[src/rtl/aes_round_sequencer.sv]
// rtl/aes_round_sequencer.sv - iterative AES round controller driving a shared single-round core
//
// Purpose:
//   Owns the 128-bit cipher state, the round counter and the round-key index.
//   A block accepted in IDLE is pushed through NR+1 round-core passes (first,
//   NR-1 middle, last). Each pass XORs the core result with the round key.
//   The ciphertext is then presented in DONE until the consumer takes it.
//
// Ports:
//   clk, rst_n            clock, asynchronous active-low reset
//   in_valid/in_ready     plaintext handshake, in_data[127:120] is byte 0
//   out_valid/out_ready   ciphertext handshake, out_data held while stalled
//   busy                  high while rounds are executing
//   core_din/core_sel     state and round type (00 first, 01 middle, 10 last) to the core
//   core_dout             combinational round-core result, before key addition
//   rk_idx/rk_data        round-key index and the key returned in the same cycle
//   perf_blocks           completed-block counter, present only with AES_SEQ_PERF_EN
//
// Optional build macro: AES_SEQ_PERF_EN

module aes_round_sequencer #(
    parameter int NR  = 10,
    parameter int RKW = 4
) (
    input  logic           clk,
    input  logic           rst_n,
    input  logic           in_valid,
    output logic           in_ready,
    input  logic [127:0]   in_data,
    output logic           out_valid,
    input  logic           out_ready,
    output logic [127:0]   out_data,
    output logic           busy,
    output logic [127:0]   core_din,
    output logic [1:0]     core_sel,
    input  logic [127:0]   core_dout,
    output logic [RKW-1:0] rk_idx,
    input  logic [127:0]   rk_data
`ifdef AES_SEQ_PERF_EN
    ,
    output logic [31:0]    perf_blocks
`endif
);

    typedef enum logic [1:0] {
        IDLE  = 2'b00,
        ROUND = 2'b01,
        DONE  = 2'b10
    } fsm_e;

    localparam logic [RKW-1:0] LAST_ROUND = RKW'(NR);

    localparam logic [1:0] SEL_FIRST  = 2'b00;
    localparam logic [1:0] SEL_MIDDLE = 2'b01;
    localparam logic [1:0] SEL_LAST   = 2'b10;

    fsm_e           fsm_q,   fsm_d;
    logic [127:0]   state_q, state_d;
    logic [RKW-1:0] round_q, round_d;
    // Holds in_ready low during reset and for nothing else: it goes high on
    // the first clock edge after rst_n releases and stays there.
    logic           init_q,  init_d;

`ifdef AES_SEQ_PERF_EN
    logic [31:0]    perf_q,  perf_d;
`endif

    always_ff @(posedge clk or negedge rst_n) begin
        if (!rst_n) begin
            fsm_q   <= IDLE;
            state_q <= '0;
            round_q <= '0;
            init_q  <= 1'b0;
`ifdef AES_SEQ_PERF_EN
            perf_q  <= '0;
`endif
        end else begin
            fsm_q   <= fsm_d;
            state_q <= state_d;
            round_q <= round_d;
            init_q  <= init_d;
`ifdef AES_SEQ_PERF_EN
            perf_q  <= perf_d;
`endif
        end
    end

    always_comb begin
        fsm_d     = fsm_q;
        state_d   = state_q;
        round_d   = round_q;
        init_d    = 1'b1;
        in_ready  = 1'b0;
        out_valid = 1'b0;
        out_data  = '0;
        busy      = 1'b0;
        // Outside ROUND the core sees a quiescent all-zero input.
        core_din  = '0;
        core_sel  = SEL_FIRST;
        rk_idx    = '0;

        case (fsm_q)
            IDLE: begin
                in_ready = init_q;
                if (in_valid && init_q) begin
                    state_d = in_data;
                    round_d = '0;
                    fsm_d   = ROUND;
                end
            end

            ROUND: begin
                busy     = 1'b1;
                core_din = state_q;
                rk_idx   = round_q;
                if (round_q == '0) begin
                    core_sel = SEL_FIRST;
                end else if (round_q == LAST_ROUND) begin
                    core_sel = SEL_LAST;
                end else begin
                    core_sel = SEL_MIDDLE;
                end

                state_d = core_dout ^ rk_data;
                // The counter clears at the last round rather than wrapping,
                // so values above NR never occur.
                if (round_q == LAST_ROUND) begin
                    round_d = '0;
                    fsm_d   = DONE;
                end else begin
                    round_d = round_q + 1'b1;
                end
            end

            DONE: begin
                out_valid = 1'b1;
                out_data  = state_q;
                if (out_ready) begin
                    fsm_d = IDLE;
                end
            end

            default: begin
                fsm_d = IDLE;
            end
        endcase
    end

`ifdef AES_SEQ_PERF_EN
    always_comb begin
        perf_d = perf_q;
        if (fsm_q == DONE && out_ready) begin
            perf_d = perf_q + 32'd1;
        end
    end

    assign perf_blocks = perf_q;
`endif

endmodule
[config.mk]
export PLATFORM = sky130hd
export DESIGN_NAME = aes_round_sequencer
export DESIGN_NICKNAME = d
export VERILOG_FILES = /design/src/rtl/aes_round_sequencer.sv
export SDC_FILE = /design/constraint.sdc
export NUM_CORES = 1
export LEC_CHECK = 0
export ABC_AREA = 1
export CORE_AREA = 2 2 251 253
export CTS_BUF_LIST = sky130_fd_sc_hd__clkbuf_4
export CTS_CLUSTER_SIZE = 8
export DETAILED_ROUTE_END_ITERATION = 16
export DIE_AREA = 0 0 253 255
export GPL_TIMING_DRIVEN = 0
export PLACE_DENSITY = 0.39
export SYNTH_ARGS = -nofsm -noshare
export SYNTH_HDL_FRONTEND = slang
export SYNTH_SLANG_ARGS = --single-unit
[constraint.sdc]
create_clock -name clk -period 1.5 [get_ports clk]
set_input_delay 0.3 -clock clk [delete_from_list [all_inputs] [get_ports clk]]
set_output_delay 0.3 -clock clk [all_outputs]
set_load 0.005 [all_outputs]
==> results of run 1 <==
## cell families after synthesis
| group | Yosys count | synth area share |
|---|---|---|
| AND/OR/NAND/NOR | 1050 | 0.525 |
| buffers and inverters | 237 | 0.107 |
| flip-flops | 135 | 0.359 |
| AO/OA/AOI/OAI | 6 | 0.00333 |
| adder cells (fa/ha/maj) | 3 | 0.00399 |
| XOR/XNOR | 1 | 0.000932 |
| other | 1 | 0.000399 |
## power groups by stage
stage / clock, W / sequential (W) / combinational, W
finish: 0.00280 / 0.00679 / 0.0246
global route: 0.00314 / 0.00703 / 0.0265
CTS: 0.00298 / 0.00656 / 0.0175
detailed placement: 0 / 0.00663 / 0.0163
global placement: 0 / 0.00657 / 0.0163
floorplan: 0 / 0.00628 / 0.00721
## flip-flops by register name, summed over array words and instances, names as in the netlist
name and flops:
fsm_q 2, round_q 4, init_q 1, state_q 128
## metal layers
| layer | part of all wire | vias up | routed length [µm] | GRT usage |
|---|---|---|---|---|
| met1 | 0.40 | 6271 | 26200 | 0.212 |
| li1 | - | 6335 | - | - |
| met5 | 0.0011 | - | 73 | 0 |
| met2 | 0.52 | 405 | 33600 | 0.317 |
| met4 | 0.014 | 12 | 907 | 0.0468 |
| met3 | 0.067 | 54 | 4330 | 0.0520 |
## what timing repair did
| action | 4_1_cts | 5_1_grt |
|---|---|---|
| gates cloned | 16 | 35 |
| endpoints found under the setup margin | 397 | 398 |
| buffers inserted | 30 | 60 |
| gates resized for setup | 962 | 1265 |
| hold endpoints to repair | 150 | 0 |
| pin swaps | 5 | 73 |
| hold buffers | 16 | 0 |
## worst min-delay path by stage
| stage | endpoint | startpoint | slack [ns] | cells past startpoint |
|---|---|---|---|---|
| 6_report | state_q[56]$_DFFE_PN0P_ | rst_n | 0.06 | 2 |
| 5_1_grt | state_q[122]$_DFFE_PN0P_ | in_data[122] | -0.01 | 3 |
| 4_1_cts | state_q[23]$_DFFE_PN0P_ | in_data[23] | 0.0003 | 3 |
| 3_5_place_dp | state_q[56]$_DFFE_PN0P_ | rst_n | 0.32 | 1 |
| 3_3_place_gp | state_q[89]$_DFFE_PN0P_ | state_q[89]$_DFFE_PN0P_ | 0.51 | 2 |
| 2_1_floorplan | fsm_q[0]$_DFFE_PN0P_ | rst_n | 0.004 | 0 |
## stage by stage
stage                     area (µm²)  worst slack, ns  hold slack, ns  power, W   util
after floorplan                 9400            0.209         0.00441    0.0135      -
after global placement         16900            -6.53           0.509    0.0228  0.272
after detailed placement       17000            -1.03           0.316    0.0229  0.273
after CTS                      18300            -1.16        0.000320    0.0270  0.294
after global routing           23000            -1.16         -0.0107    0.0367  0.370
final                          23000           -0.977          0.0646    0.0342  0.370
## critical path: cells and delay by family, from the launching register on
family | cells | cell delay [ns]
and+or+nand+nor | 2 | 0.16
DFF | 1 | 0.46
buffers and inverters | 6 | 0.80
## cell usage in the layout (no fill, tap or decap), types with 5 or more instances in the layout
master	netlist	routed
or2_2	128	128
buf_16	0	17
clkinv_1	0	5
clkbuf_2	0	26
nor2_4	0	173
buf_2	84	197
inv_1	135	133
nor2_1	265	21
clkbuf_16	0	36
diode_2	0	12
dfrtp_1	135	133
nand3_1	516	264
nand2_1	138	135
nand3_4	1	49
buf_6	0	77
clkdlybuf4s50_1	0	386
dlygate4sd3_1	0	16
buf_12	0	58
nor2_2	0	71
buf_8	0	50
nand3_2	0	204
buf_4	4	20
clkbuf_4	0	32
## layout make-up
cell class | instances | area, µm² | share of cell area
Antenna cell | 12 | 30.0 | 0.00131
Multi-Input combinational cell | 1061 | 8140 | 0.354
Clock buffer | 19 | 143 | 0.00621
Buffer | 92 | 1330 | 0.0579
Timing Repair Buffer | 809 | 8270 | 0.360
Tap cell | 799 | 1000 | 0.0435
Sequential cell | 135 | 3380 | 0.147
Clock inverter | 13 | 136 | 0.00593
Inverter | 138 | 543 | 0.0236
==> metrics.md, run 1 <==
| Metric | Value |
|---|---|
| Outcome | finished, violations left |
| Violated checks | negative setup slack |
| Fraction of final layout cells sized beyond drive strength 1 | 0.512 |
| Reg-to-reg setup timing slack | -0.22 ns |
| Cell chosen for the clock root | clkbuf_4 |
| Placeable core area | between 0.06 and 0.07 mm² |
| Largest clock skew in the final design | ~0.021 ns |
| Syn_nets | between 1,500 and 2,000 |
| Most used standard cell by instance count after synthesis | nand3_1 |
| Largest net degree at the start of global routing | between 60 and 70 |
| Clock Pin Slew Worst Setup and Hold Paths | approximately 0.14 ns |
| Hold violation total from the final report | 0 |
| Average size of a mapped cell | around 6.6 µm² |
| Path type of the worst setup path | flip-flop to output pin |
| Number of register bits inferred by synthesis | about 140 |
| Critical path destination | core_din[10] |
| Top post-synthesis cells by area | dfrtp_1, nand3_1, nor2_1 |
| Area of the die | ~0.065 mm² |
| Part of the Yosys area used for sequential elements | 0.359 |
| Fin cells | approximately 3,000 |
| Worst endpoint data arrival time | around 2.2 ns |
| Total placed cells including tap cells | around 2,900 |
| Dpl hpwl | between 40,000 and 50,000 µm |
| TNS Setup | -240.32 ns |
| Maximum clock insertion buffer count | 2 |
| Antenna Violating Nets Remaining | 0 |
| Post-synth EDFFs | 0 |
| Count of routing violations after the opening detailed-route iteration | between 400 and 500 |
| Max-cap violations | 0 |
| Layout Nets | between 2,000 and 3,000 |
| Share of Yosys cell area claimed by the top area cell type | 0.359 |
| DR DRC count | 0 |
| Effective utilization at floorplan | 0.151 |
| Post-detailed-route via-to-cell ratio | 4.25 |
| Routed wire length | around 65,000 µm |
| 1st-pass router iterations | 5 |
| Reg power frac | 0.199 |
| Cell at the slowest stage of the critical path | dfrtp_2 |
| Static leakage | about 10 nW |
| Max_slew headroom | 0.552 |
| Post-layout min period | 2.48 ns |
| Global-route wire length before repair | around 84,000 µm |
| Crit share post-route | 1.65 |
| Synth warn | 0 |
| Number of cells traversed by the worst register-to-register path | 11 |
| Area growth, synth to finish | 144% |
| Worst endpoint required time | approximately 1.2 ns |
| Combinational share of power | 0.720 |
| Initial antenna violation count | 11 |
| Synthesized netlist cell count | roughly 1,400 |
| Final setup viols | just under 400 |
| Most numerous cell types in the synthesized netlist | nand3_1, nor2_1, nand2_1 |
| Cell internal pwr | around 0.018 W |
| Number of I/O pins | around 650 |
| Number of vias after detailed routing | 13,100 |
| Max Fanout on Critical Path | 7 |
| Power density cells | 1490 mW/mm² |
| End of the worst register-to-register path | state_q[48]$_DFFE_PN0P_ |
| GP Congestion | 0.829 |
| Endpoint class of the critical path | output pin |
| Height of the chip | between 200 and 300 µm |
| Setup repair after global routing missed its margin | yes |
| Layout fillers | around 6,500 |
| Peak clock frequency supported by timing | around 400 MHz |
| Proportion of power drawn by the clock network | 0.082 |
| Switching power | between 0.015 and 0.02 W |
| Hold crit path type | primary input to asynchronous set/reset pin |
| Overflow left after global routing | 0 |
| Tightest Pin Transition | around 0.67 ns |
| Cells traversed along the worst timing path | inv_4, nand2_8, buf_12, buf_8, clkbuf_16, buf_12, nor2_4, buf_2 |
| Launching instance or port of the critical path | fsm_q[1]$_DFFE_PN0P_ |
| Most prevalent standard cell on the critical path | buf_12 |
| Cell type with the highest aggregate area in the netlist | dfrtp_1 |
| CTS tree | yes |
| Die Span X | roughly 250 µm |
| Combined area of all synthesized cells | approximately 0.0094 mm² |
| Worst setup slack after layout | -0.977 ns |
| IO Port Bufs | ~650 |
| Clock sink total | ~140 |
| Most used DFF post-synth | dfrtp_1 |
| Placement Rows | around 90 |
| Post-DR wirelength/cell | ~21 µm |
| Clock buffer count from CTS | 17 |
| Number of different library cells in the post-synthesis netlist | 20 |
| Startpoint type of the worst setup path | flip-flop |
| Via count of the first global-routing pass | ~13,000 |
| CTS H-tree lvls | 4 |
| Post-synthesis async set-or-reset flop share | 1.00 |
| Clock insertion delay at the later pin of the skew report | around 0.75 ns |
| Net switching fraction of the power | 0.474 |
| Largest stage delay on the critical path | 0.46 ns |
| Pins Over Slew Limit | 0 |
| Critical R2R Launch | fsm_q[1]$_DFFE_PN0P_ |
| IR Drop Worst-Case VDD | between 600 and 700 µV |
| Global-route total usage across every layer | 0.179 |
Note: power is estimated with default switching activity, not from simulation.
==> inputs of run 2 (changes only) <==
Clock period 1.5 ns to 2.9 ns, I/O delays scaled along.
==> run 2 against run 1 <==
Clock power down 49%. The run still ends with negative setup slack left. Clock skew shrank 0.0043 ns. Via count fell by 6.6%. Setup slack improved by 0.90 ns. Register-to-register slack better by 1.2 ns. Total power is 61% lower. Hold slack better by 0.34 ns. Sequential cell count unchanged. First-iteration DRC count rose by 33%. Global-route usage decreased by 0.64 points. Highest routed layer unchanged. Cell count fell by 4.8%. Critical path type unchanged.
==> metrics.md, run 2 (synthesis gave the netlist of run 1 again) <==
| Metric | Value |
|---|---|
| End of the worst register-to-register path | state_q[31]$_DFFE_PN0P_ |
| Initial antenna violation count | 15 |
| Clock Pin Slew Worst Setup and Hold Paths | ~0.14 ns |
| Total placed cells including tap cells | 2,885 |
| Layout Nets | around 2,500 |
| Worst endpoint required time | ~2.3 ns |
| IO Port Bufs | 652 |
| IR Drop Worst-Case VDD | 299 µV |
| Global-route wire length before repair | 81,100 µm |
| DR DRC count | 0 |
| Setup repair after global routing missed its margin | yes |
| Hold violation total from the final report | 0 |
| Count of routing violations after the opening detailed-route iteration | approximately 630 |
| Antenna Violating Nets Remaining | 0 |
| Maximum clock insertion buffer count | 2 |
| Crit share post-route | 1.03 |
| Placement Rows | between 90 and 100 |
| Worst setup slack after layout | -0.0811 ns |
| Registers with the most flip-flops | state_q: 128 flops, round_q: 4 flops, fsm_q: 2 flops |
| Critical R2R Launch | fsm_q[1]$_DFFE_PN0P_ |
| Die Span X | about 250 µm |
| Dpl hpwl | approximately 46,000 µm |
| Via count of the first global-routing pass | between 10,000 and 15,000 |
| Post-layout min period | between 2 and 3 ns |
| Endpoint class of the critical path | output pin |
| Clock sink total | about 140 |
| Post-DR wirelength/cell | between 15 and 20 µm |
| Final setup viols | roughly 110 |
| 1st-pass router iterations | 5 |
| Largest net degree at the start of global routing | 69 |
| Max_slew headroom | 0.557 |
| Launching instance or port of the critical path | fsm_q[1]$_DFFE_PN0P_ |
| Power density cells | 751 mW/mm² |
| CTS H-tree lvls | 4 |
| Critical path destination | core_din[41] |
| Placeable core area | 0.0622 mm² |
| Tightest Pin Transition | 0.665 ns |
| CTS tree | yes |
| Number of cells traversed by the worst register-to-register path | 7 |
| Effective utilization at floorplan | 0.151 |
| Static leakage | roughly 8.3 nW |
| Cell chosen for the clock root | clkbuf_4 |
| Clock buffer count from CTS | 17 |
| Routed wire length | about 58,000 µm |
| Violated checks | negative setup slack |
| Pins Over Slew Limit | 0 |
| Area of the die | around 0.065 mm² |
| Area growth, synth to finish | 87.6% |
| Hold crit path type | primary input to asynchronous set/reset pin |
| Worst endpoint data arrival time | 2.40 ns |
| GP Congestion | 0.829 |
| Max Fanout on Critical Path | 10 |
| Reg-to-reg setup timing slack | roughly 0.96 ns |
| Worst hold slack after final layout | around 0.4 ns |
| Number of I/O pins | between 600 and 700 |
| Overflow left after global routing | 0 |
| Fin cells | 2,931 |
| Clock insertion delay at the later pin of the skew report | just over 0.7 ns |
| Max-cap violations | 0 |
| Fraction of final layout cells sized beyond drive strength 1 | 0.130 |
| Register with the most flip-flops | state_q |
| Global-route total usage across every layer | 0.173 |
| Commonest non-fill, non-tap cell in the layout | clkdlybuf4s50_1 |
| Height of the chip | 255 µm |
| Largest register FFs | ~130 |
| Path type of the worst setup path | flip-flop to output pin |
| Startpoint type of the worst setup path | flip-flop |
| Peak clock frequency supported by timing | approximately 340 MHz |
| Post-detailed-route via-to-cell ratio | 4.17 |
| Commonest non-fill, non-tap cells in the layout | clkdlybuf4s50_1, nand3_1, nor2_1 |
| TNS Setup | -2.73 ns |
| Number of vias after detailed routing | roughly 12,000 |
| Outcome | finished, violations left |
| Largest clock skew in the final design | around 0.017 ns |
[run 2: changes by cell type in the layout (fill, tap and decap cells not counted), moves of 49 or more]
cell             change
buf_8               -49
nor2_4             -168
nand3_1            +252
buf_2              -142
nor2_1             +232
clkdlybuf4s50_1    +186
buf_6               -69
buf_12              -54
nor2_2              -64
nand3_2            -204
[run 2: worst min path at each step]
| stage | start | end | slack, ns | cells after the start |
|---|---|---|---|---|
| after global placement | state_q[89]$_DFFE_PN0P_ | state_q[89]$_DFFE_PN0P_ | 0.51 | 2 |
| after global routing | in_data[41] | state_q[41]$_DFFE_PN0P_ | 0.33 | 3 |
| after detailed placement | state_q[19]$_DFFE_PN0P_ | state_q[19]$_DFFE_PN0P_ | 0.51 | 2 |
| after floorplan | rst_n | fsm_q[0]$_DFFE_PN0P_ | 0.28 | 0 |
| final | rst_n | state_q[56]$_DFFE_PN0P_ | 0.40 | 2 |
| after CTS | in_data[41] | state_q[41]$_DFFE_PN0P_ | 0.26 | 3 |
[run 2: what timing repair did]
item,4_1_cts,5_1_grt
pin swaps,0,0
gates cloned,1,1
hold buffers,1,0
setup endpoints to repair,264,230
gates resized for setup,116,59
buffers inserted,1,0
endpoints found under the hold margin,67,0
[run 2: metrics by stage]
stage | worst slack [ns] | instance area, µm² | power, W | utilization
after floorplan | 1.33 | 9400 | 0.00698 | -
final | -0.0811 | 17600 | 0.0132 | 0.284
after CTS | -0.251 | 17400 | 0.0135 | 0.281
after global routing | -0.267 | 17600 | 0.0144 | 0.284
after global placement | -5.41 | 16900 | 0.0118 | 0.272
after detailed placement | 0.0864 | 17000 | 0.0118 | 0.273
[run 2: metal layers]
layer	track usage	wire, µm	share of wire	up-vias
li1	-	-	-	5997
met1	0.201	23900	0.41	5732
met2	0.305	29200	0.50	416
met3	0.0537	4030	0.069	55
met4	0.0492	948	0.016	12
met5	0	69	0.0012	-
[run 2: power by group]
| group | leakage, nW | internal (W) | total [W] | switching (W) |
|---|---|---|---|---|
| logic | 6.58 | 0.00385 | 0.00844 | 0.00458 |
| registers | 1.60 | 0.00282 | 0.00339 | 0.000566 |
| clock network | 0.154 | 0.000595 | 0.00142 | 0.000826 |
[run 2: worst max-delay path, stage by stage (launching register included)]
cell and delay [ns]:
dfrtp_1 0.44, inv_2 0.09, nand2_4 0.11, buf_12 0.19, buf_4 0.18, nor2_2 0.13, clkdlybuf4s50_1 0.53
[run 2: layout make-up]
class | count | area [µm²]
timing repair buffer | 657 | 6680
sequential | 135 | 3380
fill | 6911 | 44500
buffer | 99 | 671
clock inverter | 13 | 136
clock buffer | 19 | 143
inverter | 138 | 520
multi-input combinational | 1061 | 5080
tap | 799 | 1000
antenna | 10 | 25.0
